`src/rtl/pipeline_hazard_ctrl_if.sv`:
```
// pipeline_hazard_ctrl_if
// Purpose : groups the hazard-controller inputs and the stall/flush enables into one bundle.
// Modports: master - pipeline side; drives the hazard sources and receives the enables.
//           slave  - hazard controller; reads the hazard sources and drives the enables.
// Signals : memreadE, rdE, rs1D, rs2D, isbranchtakenE, branchtargetE, pcf,
//           dmem_reqM, dmem_readyM (to controller);
//           stallF/D/E/M, flushD/E/W, pc_redirect, mem_err (from controller).
// Option  : PIPE_HAZARD_PERF_EN adds perf_stall_cycles, perf_redirects, perf_loaduse.
interface pipeline_hazard_ctrl_if;
  logic        memreadE;
  logic [4:0]  rdE;
  logic [4:0]  rs1D;
  logic [4:0]  rs2D;
  logic        isbranchtakenE;
  logic [31:0] branchtargetE;
  logic [31:0] pcf;
  logic        dmem_reqM;
  logic        dmem_readyM;

  logic        stallF;
  logic        stallD;
  logic        stallE;
  logic        stallM;
  logic        flushD;
  logic        flushE;
  logic        flushW;
  logic        pc_redirect;
  logic        mem_err;
`ifdef PIPE_HAZARD_PERF_EN
  logic [31:0] perf_stall_cycles;
  logic [31:0] perf_redirects;
  logic [31:0] perf_loaduse;
`endif

  modport master (
    output memreadE, rdE, rs1D, rs2D, isbranchtakenE, branchtargetE, pcf,
           dmem_reqM, dmem_readyM,
    input  stallF, stallD, stallE, stallM, flushD, flushE, flushW, pc_redirect, mem_err
`ifdef PIPE_HAZARD_PERF_EN
    , input perf_stall_cycles, perf_redirects, perf_loaduse
`endif
  );

  modport slave (
    input  memreadE, rdE, rs1D, rs2D, isbranchtakenE, branchtargetE, pcf,
           dmem_reqM, dmem_readyM,
    output stallF, stallD, stallE, stallM, flushD, flushE, flushW, pc_redirect, mem_err
`ifdef PIPE_HAZARD_PERF_EN
    , output perf_stall_cycles, perf_redirects, perf_loaduse
`endif
  );
endinterface

```
`src/rtl/pipeline_hazard_ctrl.sv`:
```
// pipeline_hazard_ctrl
// Purpose : stall/flush sequencer for the 5-stage pipeline. Fixed priority:
//           data-memory wait > taken-branch redirect > load-use. Owns a memory
//           wait FSM (RUN / MEM_WAIT / ERR) with timeout and a sticky error.
// Ports   : clk - rising-edge clock; rst - async active-high reset;
//           hz  - pipeline_hazard_ctrl_if.slave (hazard sources in, enables out).
// Option  : define PIPE_HAZARD_PERF_EN for the three 32-bit perf counters.
module pipeline_hazard_ctrl #(
  parameter int unsigned MEM_TIMEOUT = 16,
  parameter int unsigned CNT_W       = 8
) (
  input  logic                   clk,
  input  logic                   rst,
  pipeline_hazard_ctrl_if.slave  hz
);

  typedef enum logic [1:0] {
    ST_RUN      = 2'd0,
    ST_MEM_WAIT = 2'd1,
    ST_ERR      = 2'd2
  } state_e;

  state_e           state_q, state_d;
  logic [CNT_W-1:0] wait_cnt_q, wait_cnt_d;
  logic             mem_err_q, mem_err_d;

  logic mem_hold_c;
  logic redirect_c;
  logic loaduse_c;
  logic hold_fire_c;   // full pipeline freeze plus bubble into MEM/WB
  logic redir_fire_c;  // redirect actually applied this cycle
  logic lu_fire_c;     // load-use stall actually applied this cycle

  assign mem_hold_c = hz.dmem_reqM & ~hz.dmem_readyM;
  assign redirect_c = hz.isbranchtakenE & (hz.branchtargetE != hz.pcf);
  assign loaduse_c  = hz.memreadE & (hz.rdE != 5'd0) &
                      ((hz.rdE == hz.rs1D) | (hz.rdE == hz.rs2D));

  // State, wait counter and sticky error register
  always_ff @(posedge clk or posedge rst) begin
    if (rst) begin
      state_q    <= ST_RUN;
      wait_cnt_q <= '0;
      mem_err_q  <= 1'b0;
    end else begin
      state_q    <= state_d;
      wait_cnt_q <= wait_cnt_d;
      mem_err_q  <= mem_err_d;
    end
  end

  // Next-state and hazard arbitration
  always_comb begin
    state_d      = state_q;
    wait_cnt_d   = wait_cnt_q;
    mem_err_d    = mem_err_q;
    hold_fire_c  = 1'b0;
    redir_fire_c = 1'b0;
    lu_fire_c    = 1'b0;
    case (state_q)
      ST_RUN: begin
        if (mem_hold_c) begin
          hold_fire_c = 1'b1;
          state_d     = ST_MEM_WAIT;
          wait_cnt_d  = CNT_W'(1);
        end else if (redirect_c) begin
          redir_fire_c = 1'b1;
        end else if (loaduse_c) begin
          lu_fire_c = 1'b1;
        end
      end
      ST_MEM_WAIT: begin
        if (mem_hold_c) begin
          hold_fire_c = 1'b1;
          if (wait_cnt_q >= CNT_W'(MEM_TIMEOUT)) begin
            state_d   = ST_ERR;
            mem_err_d = 1'b1;
          end else begin
            wait_cnt_d = wait_cnt_q + CNT_W'(1);
          end
        end else begin
          // Ready or request withdrawn: the other sources are served in this same cycle
          state_d    = ST_RUN;
          wait_cnt_d = '0;
          if (redirect_c) begin
            redir_fire_c = 1'b1;
          end else if (loaduse_c) begin
            lu_fire_c = 1'b1;
          end
        end
      end
      ST_ERR: begin
        hold_fire_c = 1'b1;
        mem_err_d   = 1'b1;
      end
      default: begin
        state_d    = ST_RUN;
        wait_cnt_d = '0;
      end
    endcase
  end

  // Enables are forced low while reset is asserted
  assign hz.stallF      = ~rst & (hold_fire_c | lu_fire_c);
  assign hz.stallD      = ~rst & (hold_fire_c | lu_fire_c);
  assign hz.stallE      = ~rst & hold_fire_c;
  assign hz.stallM      = ~rst & hold_fire_c;
  assign hz.flushW      = ~rst & hold_fire_c;
  assign hz.flushD      = ~rst & redir_fire_c;
  assign hz.flushE      = ~rst & (redir_fire_c | lu_fire_c);
  assign hz.pc_redirect = ~rst & redir_fire_c;
  assign hz.mem_err     = ~rst & mem_err_q;

`ifdef PIPE_HAZARD_PERF_EN
  logic [31:0] perf_stall_q, perf_redir_q, perf_lu_q;

  // Free-running event counters, wrapping at 2^32
  always_ff @(posedge clk or posedge rst) begin
    if (rst) begin
      perf_stall_q <= '0;
      perf_redir_q <= '0;
      perf_lu_q    <= '0;
    end else begin
      if (hold_fire_c | lu_fire_c) perf_stall_q <= perf_stall_q + 32'd1;
      if (redir_fire_c)            perf_redir_q <= perf_redir_q + 32'd1;
      if (lu_fire_c)               perf_lu_q    <= perf_lu_q + 32'd1;
    end
  end

  assign hz.perf_stall_cycles = perf_stall_q;
  assign hz.perf_redirects    = perf_redir_q;
  assign hz.perf_loaduse      = perf_lu_q;
`endif

endmodule
```
`src/flat_wrapper.sv`:
```
// flat-port wrapper written by rule: the top's interface ports become plain ports
module pipeline_hazard_ctrl_flat 
#(
  parameter int unsigned MEM_TIMEOUT = 16,
  parameter int unsigned CNT_W       = 8
)
  (clk, rst, hz_memreadE, hz_rdE, hz_rs1D, hz_rs2D, hz_isbranchtakenE, hz_branchtargetE, hz_pcf, hz_dmem_reqM, hz_dmem_readyM, hz_stallF, hz_stallD, hz_stallE, hz_stallM, hz_flushD, hz_flushE, hz_flushW, hz_pc_redirect, hz_mem_err);
  pipeline_hazard_ctrl_if hz_i ();
  input  logic clk;
  input  logic rst;
  input wire logic [$bits(hz_i.memreadE)-1:0] hz_memreadE;
  input wire logic [$bits(hz_i.rdE)-1:0] hz_rdE;
  input wire logic [$bits(hz_i.rs1D)-1:0] hz_rs1D;
  input wire logic [$bits(hz_i.rs2D)-1:0] hz_rs2D;
  input wire logic [$bits(hz_i.isbranchtakenE)-1:0] hz_isbranchtakenE;
  input wire logic [$bits(hz_i.branchtargetE)-1:0] hz_branchtargetE;
  input wire logic [$bits(hz_i.pcf)-1:0] hz_pcf;
  input wire logic [$bits(hz_i.dmem_reqM)-1:0] hz_dmem_reqM;
  input wire logic [$bits(hz_i.dmem_readyM)-1:0] hz_dmem_readyM;
  output wire logic [$bits(hz_i.stallF)-1:0] hz_stallF;
  output wire logic [$bits(hz_i.stallD)-1:0] hz_stallD;
  output wire logic [$bits(hz_i.stallE)-1:0] hz_stallE;
  output wire logic [$bits(hz_i.stallM)-1:0] hz_stallM;
  output wire logic [$bits(hz_i.flushD)-1:0] hz_flushD;
  output wire logic [$bits(hz_i.flushE)-1:0] hz_flushE;
  output wire logic [$bits(hz_i.flushW)-1:0] hz_flushW;
  output wire logic [$bits(hz_i.pc_redirect)-1:0] hz_pc_redirect;
  output wire logic [$bits(hz_i.mem_err)-1:0] hz_mem_err;
  assign hz_i.memreadE = hz_memreadE;
  assign hz_i.rdE = hz_rdE;
  assign hz_i.rs1D = hz_rs1D;
  assign hz_i.rs2D = hz_rs2D;
  assign hz_i.isbranchtakenE = hz_isbranchtakenE;
  assign hz_i.branchtargetE = hz_branchtargetE;
  assign hz_i.pcf = hz_pcf;
  assign hz_i.dmem_reqM = hz_dmem_reqM;
  assign hz_i.dmem_readyM = hz_dmem_readyM;
  assign hz_stallF = hz_i.stallF;
  assign hz_stallD = hz_i.stallD;
  assign hz_stallE = hz_i.stallE;
  assign hz_stallM = hz_i.stallM;
  assign hz_flushD = hz_i.flushD;
  assign hz_flushE = hz_i.flushE;
  assign hz_flushW = hz_i.flushW;
  assign hz_pc_redirect = hz_i.pc_redirect;
  assign hz_mem_err = hz_i.mem_err;
  pipeline_hazard_ctrl #(.MEM_TIMEOUT(MEM_TIMEOUT), .CNT_W(CNT_W)) u_core (.clk(clk), .rst(rst), .hz(hz_i));
endmodule
```
`config.mk`:
```
export PLATFORM = sky130hd
export DESIGN_NAME = pipeline_hazard_ctrl_flat
export DESIGN_NICKNAME = d
export VERILOG_FILES = /design/src/rtl/pipeline_hazard_ctrl_if.sv /design/src/rtl/pipeline_hazard_ctrl.sv /design/src/flat_wrapper.sv
export SDC_FILE = /design/constraint.sdc
export NUM_CORES = 1
export LEC_CHECK = 0
export ABC_AREA = 0
export CORE_MARGIN = 2
export CORE_UTILIZATION = 36
export DETAILED_ROUTE_END_ITERATION = 16
export HOLD_SLACK_MARGIN = 0.05
export PLACE_DENSITY = 0.92
export SLEW_MARGIN = 20
export SYNTH_ARGS = -nofsm -noshare
export SYNTH_HDL_FRONTEND = slang
export SYNTH_SLANG_ARGS = --single-unit
```
`constraint.sdc`:
```
create_clock -name clk -period 5.42 [get_ports clk]
set_input_delay 1.084 -clock clk [delete_from_list [all_inputs] [get_ports clk]]
set_output_delay 1.084 -clock clk [all_outputs]
set_load 0.02 [all_outputs]
```
==> reports/summary.txt, run 1 <==
Cells after Synth: 132
Layout cells sized above 1: 4.02%
HP Class: flip-flop to flip-flop
DR WL/cell: 14.0 µm
Area occupied by multi-input gates: 836 µm²
Combinational family with the most area after synthesis: XOR/XNOR gates
Register Area: 275 µm²
Core area: 3080 µm²
Mux cell area share after synthesis: 0.857%
Vias: 1289
Synth Area in XOR/XNOR: 33.8%
Die area: 3710 µm²
Vias in the first global route: 1298
Clock root buffer: clkbuf_4
Initial core utilization: 37.9%
Mapped Area: 1170 µm²
PostCTS Resize Cnt: 0
Worst-path maximum fanout: 3
Final Cell Area: 2150 µm²
RSZ-0062 raised after global routing: false
Clock Power Share: 16.6%
Layout Cells excl Fill: 268
Drt initial violations: 15
Synth cell types: 33
Synth top area share: 32.3%
VDD IR max: 0.000134 V
Initial antenna violation count: 0
Syn Area/Cell: 8.84 µm²
Post-Syn Nets: 222
Max clock buf depth: 2
IO Count: 94
Nets@finish: 315
Die Width: 60.9 µm
Post-placement cell area: 2120 µm²
Synthesis warning total: 0
RePlAce Congestion: 0.776
Number of synthesized flops with an enable pin: 0
Die height: 60.9 µm
Largest net degree at the start of global routing: 13
First-pass GRT wire length: 5870 µm
Critical Path AT: 3.22 ns
PwrDens: 162 nW/µm²
Worst Setup Slack post-DPL: 1.05 ns
Critical path, cell by cell: clkdlybuf4s50_1, xnor2_1, nand4_1, nor4_1, a21boi_0, o21ai_0, clkdlybuf4s50_1
Critical Path End Type: primary output
Worst slew margin: 56.6%
Adder-cell share of the synthesized area: 5.36%
Register area share after synthesis: 23.6%
Layout area overhead: 83.8%
GRT overflow: 0
Final-layout fill cell count: 254
Vias per cell: 4.81
CTS tree: done
Sw frac: 33.7%
Hold buffers post-CTS: 0
Wirelength, routed: 3760 µm
Most used cell, CP: clkdlybuf4s50_1
Final Hold Vio Count: 0
Top_reg_cell synth: dfrtp_1
Diode count: 0
Cell with the most instances after synthesis: xnor2_1
Total power: 0.347 mW
DRC Markers: 0
Final slew viol count: 0
Placed cells: 264
Clock buffer count from CTS: 3
Critical path class: input port to primary output
Setup TNS Final: 0 ns
Compound-Gate Fraction of Synth Area: 13.3%
Worst Slack Setup Final: 1.11 ns
Switch Pwr: 0.117 mW
Sequential share of power: 29.0%
Status: finished, final reports clean
DR pass1 iterations: 4
Synth Area in Simple Gates: 18.3%
Cell taking the most area after synthesis: xnor2_1
Max Clock Freq: 0.232 GHz
Post-CTS setup buffer count: 0
Most frequent cells after synthesis: xnor2_1 (43), dfrtp_1 (11), nand4_1 (9), o21ai_0 (8), nor2_1 (7)
Area contributors post-synth: xnor2_1 (32%), dfrtp_1 (24%), ha_1 (5.4%), nand4_1 (4.8%), o21ai_0 (3.4%)
H-tree levels: 1
Synth async-reset ratio: 100%
Internal: 0.230 mW
#FFs+latches synth: 11
CP peak stage delay: 0.66 ns
CTS Sinks: 11
# port buffers: 93
CP max stage cell: clkdlybuf4s50_1
ANT nets after route: 0
Measured slew at the worst slew-check pin: 0.645 ns
Worst setup SP type: input port
Minimum clock period after layout: 4.31 ns
Final setup viols: 0
Max-cap violation count: 0
P_leak: 0.790 nW
Final HPWL DP: 3360 µm
Latest clock arrival within the worst-skew pair: 0.28 ns
Critical Path RT: 4.34 ns
Combinational power share: 54.4%
Fin crit share: 79.5%
Num rows: 20
Clock Skew: 0.00397 ns
Register clock-pin slew on the reported worst setup and hold paths: 0.07 ns
Gr usage total: 21.6%
[layout make-up]
class	count	area share (%)
repair buffers	93	43.4
multi-input cells	110	39.0
flip-flops and latches	11	12.8
well taps	44	2.57
clock buffers	4	1.22
inverters	6	1.05
[state kept, by name, indices dropped and copies added (netlist names)]
signal             flops
u_core.state_q         2
u_core.mem_err_q       1
u_core.wait_cnt_q      8
[cells in the final DEF (no fill, tap or decap)]
master,count
a41oi_1,1
or2b_1,1
and3_2,1
xor2_1,2
a211oi_1,1
and2_1,1
and4_4,1
and3b_1,1
a31oi_1,2
clkbuf_4,3
nand2_1,5
nand4_1,9
nand3_1,3
a221oi_4,1
inv_1,6
o21ai_0,8
nor2_2,1
xnor2_1,43
a21boi_0,1
nor4_1,3
a21oi_1,4
or4_4,1
mux2i_1,1
clkbuf_1,1
o2111ai_1,1
ha_1,5
nor2b_1,2
a21bo_2,1
nor2_1,7
o22ai_1,1
dfrtp_1,11
or4_1,1
a21o_1,1
clkdlybuf4s50_1,93
[per-stage QoR]
stage / hold slack (ns) / utilization [%]
final: 0.465 / 69.7
after detailed placement: 0.448 / 68.9
after CTS: 0.464 / 69.7
after global placement: 0.435 / 68.9
after global routing: 0.500 / 69.7
after floorplan: 0.420 / -
[cell families (layout without fill, tap and decap cells)]
group	after synthesis	after routing
adders and majority gates	5	5
DFF	11	11
xor gates and xnor gates	45	45
buffers and inverters	11	103
and+or+nand+nor	37	37
muxes	1	1
AOI/OAI and AO/OA	22	22
[worst paths after layout]
| check | start | to | slack [ns] | depth (start not counted) |
|---|---|---|---|---|
| max | hz_pcf[14] | hz_stallF | 1.11 | 7 |
| min in group asynchronous | rst | u_core.state_q[0] | 1.17 | 2 |
| min | u_core.mem_err_q | u_core.mem_err_q | 0.47 | 1 |
| max in group asynchronous | rst | u_core.wait_cnt_q[2] | 3.95 | 2 |
| min reg2reg | u_core.mem_err_q | u_core.mem_err_q | 0.47 | 1 |
| max reg2reg | u_core.state_q[1] | u_core.wait_cnt_q[3] | 3.44 | 7 |
[power groups by stage]
stage	combinational, mW	clock (mW)	sequential, mW
after floorplan	0.0992	0	0.0998
after global placement	0.185	0	0.102
after detailed placement	0.190	0	0.102
after CTS	0.190	0.0593	0.101
after global routing	0.211	0.0625	0.102
final	0.189	0.0577	0.101
[per-layer routing]
metal / vias up / share of wire, % / GRT usage [%]
met5: - / 0 / 0
met4: 0 / 2.7 / 10.6
met3: 13 / 12 / 5.33
met2: 57 / 51 / 41.9
met1: 577 / 34 / 20.8
li1: 642 / - / -
[critical path, delay by kind of cell]
family	cells	cell delay (ns)
xor+xnor	1	0.11
simple gates	2	0.44
compound gates	2	0.44
buf+inv	2	1.13
Note: power is estimated with default switching activity, not from simulation.
==> inputs of run 2 (changes only) <==
- CORE_UTILIZATION: 36 -> 33
- PLACE_DENSITY: 0.92 -> 0.86
- clock period: 5.42 -> 4.5 ns (I/O delays scaled with it)
==> reports/summary.txt, run 2 (synthesis gave the netlist of run 1 again) <==
Worst slew margin: 59.1% (+2.5 points)
Critical path class: input port to primary output
Gr usage total: 18.9% (-2.7 points)
Critical Path End Type: primary output
HP Class: flip-flop to flip-flop
Status: finished, final reports clean
Max reg flops: 8 (unchanged)
Final HPWL DP: 3250 µm (-3.3%)
PwrDens: 194 nW/µm² (+20%)
Utilization after layout: 63.9% (-5.8 points)
Register name with the most flops: u_core.wait_cnt_q
Final-layout fill cell count: 285 (+12%)
Post-CTS setup buffer count: 0 (unchanged)
First-pass GRT wire length: 6040 µm (+2.9%)
Vias: 1261 (-2.2%)
CTS Sinks: 11 (unchanged)
Register clock-pin slew on the reported worst setup and hold paths: 0.07 ns (about the same)
Post-placement cell area: 2120 µm² (+0.12%)
Initial core utilization: 34.7% (-3.2 points)
Final Cell Area: 2150 µm² (+0.12%)
Max Clock Freq: 0.248 GHz
Worst setup SP type: input port
Die area: 4030 µm² (+8.5%)
Max clock buf depth: 2 (unchanged)
Most common cell after layout, fill and taps aside: clkdlybuf4s50_1
Layout area overhead: 84.0%
Clock Skew: 0.00419 ns (+0.000215 ns)
Initial antenna violation count: 0 (unchanged)
DR WL/cell: 13.6 µm (-3.4%)
Final setup viols: 0 (unchanged)
Worst Setup Slack post-DPL: 0.476 ns (-0.576 ns)
IO Count: 94 (unchanged)
Measured slew at the worst slew-check pin: 0.607 ns (-0.0377 ns)
Hold buffers post-CTS: 0 (unchanged)
Biggest regs: u_core.wait_cnt_q: 8 flops, u_core.state_q: 2 flops, u_core.mem_err_q: 1 flops
Num rows: 21 (+5.0%)
Final slew viol count: 0 (unchanged)
Minimum clock period after layout: 4.04 ns
Critical Path AT: 3.14 ns (-0.08 ns)
Clock buffer count from CTS: 3 (unchanged)
Worst Slack Setup Final: 0.461 ns (-0.651 ns)
# port buffers: 93 (unchanged)
Die Width: 63.5 µm (+4.2%)
Wirelength, routed: 3660 µm (-2.7%)
DR pass1 iterations: 4 (unchanged)
Largest net degree at the start of global routing: 13 (unchanged)
Diode count: 0 (unchanged)
Worst-path maximum fanout: 3 (unchanged)
Core area: 3360 µm² (+9.3%)
Vias in the first global route: 1270 (-2.2%)
H-tree levels: 1 (unchanged)
Die height: 63.5 µm (+4.2%)
RePlAce Congestion: 0.763 (-1.7%)
Latest clock arrival within the worst-skew pair: 0.28 ns (about the same)
PostCTS Resize Cnt: 0 (unchanged)
Max-cap violation count: 0 (unchanged)
Fin crit share: 89.8%
Final Hold Vio Count: 0 (unchanged)
Setup TNS Final: 0 ns (unchanged)
Nets@finish: 315 (unchanged)
ANT nets after route: 0 (unchanged)
Layout cells sized above 1: 4.02% (unchanged)
GRT overflow: 0 (unchanged)
DRC Markers: 0 (unchanged)
Vias per cell: 4.67 (-2.9%)
CTS tree: done
Clock root buffer: clkbuf_4
VDD IR max: 0.000160 V (+19%)
Most frequent cells in the layout: clkdlybuf4s50_1 (93), xnor2_1 (43), dfrtp_1 (11)
RSZ-0062 raised after global routing: false
P_leak: 0.790 nW (unchanged)
Critical Path RT: 3.60 ns (-0.74 ns)
Drt initial violations: 22 (+7)
## run 2: cell counts in the layout (fill, tap and decap cells not counted)
No cell type changed its count.
## run 2: final cells by class
cell class / instances / area [µm²] / share of cell area, %
clock buffer: 4 / 26.3 / 1.22
inverter: 6 / 22.5 / 1.05
multi-input combinational: 110 / 836 / 38.9
tap: 46 / 57.6 / 2.68
sequential: 11 / 275 / 12.8
timing repair buffer: 93 / 931 / 43.3
## run 2: power by group
| part | switching, mW | internal (mW) |
|---|---|---|
| combinational | 0.0934 | 0.133 |
| clock | 0.0354 | 0.0344 |
| sequential | 0.0116 | 0.110 |
| total | 0.140 | 0.277 |
## run 2: metal layers
layer / global-route usage [%] / vias up / part of all wire (%)
li1: - / 644 / -
met1: 22.3 / 559 / 42
met3: 3.57 / 7 / 8.1
met2: 33.8 / 51 / 48
met5: 0 / - / 0
met4: 6.52 / 0 / 1.6
## run 2: stage by stage
| stage | std cells | hold slack [ns] | power, mW |
|---|---|---|---|
| after detailed placement | 266 | 0.440 | 0.351 |
| after floorplan | 132 | 0.420 | 0.240 |
| after CTS | 270 | 0.454 | 0.419 |
| after global routing | 270 | 0.466 | 0.448 |
| after global placement | 266 | 0.434 | 0.345 |
| final | 270 | 0.453 | 0.418 |
## run 2: worst max-delay path, stage by stage
cell and delay, ns:
clkdlybuf4s50_1 0.47, xnor2_1 0.13, nand4_1 0.11, nor4_1 0.36
a21boi_0 0.20, o21ai_0 0.29, clkdlybuf4s50_1 0.67
## run 2: path summary, 6_finish.rpt
| check | depth (start not counted) | endpoint | slack, ns | from |
|---|---|---|---|---|
| worst min register to register | 1 | u_core.mem_err_q | 0.45 | u_core.mem_err_q |
| worst max register to register | 5 | u_core.wait_cnt_q[3] | 2.52 | u_core.wait_cnt_q[4] |
| worst max-delay path | 7 | hz_stallD | 0.46 | hz_branchtargetE[10] |
| max in group asynchronous | 2 | u_core.wait_cnt_q[3] | 3.22 | rst |
| worst min-delay path | 1 | u_core.mem_err_q | 0.45 | u_core.mem_err_q |
| min in group asynchronous | 2 | u_core.state_q[0] | 0.98 | rst |
==> inputs of run 3 (changes only) <==
- CTS_CLUSTER_SIZE: unset -> 25
==> results of run 3 <==
No change in the layout: final DEF, timing and power equal those of run 2.
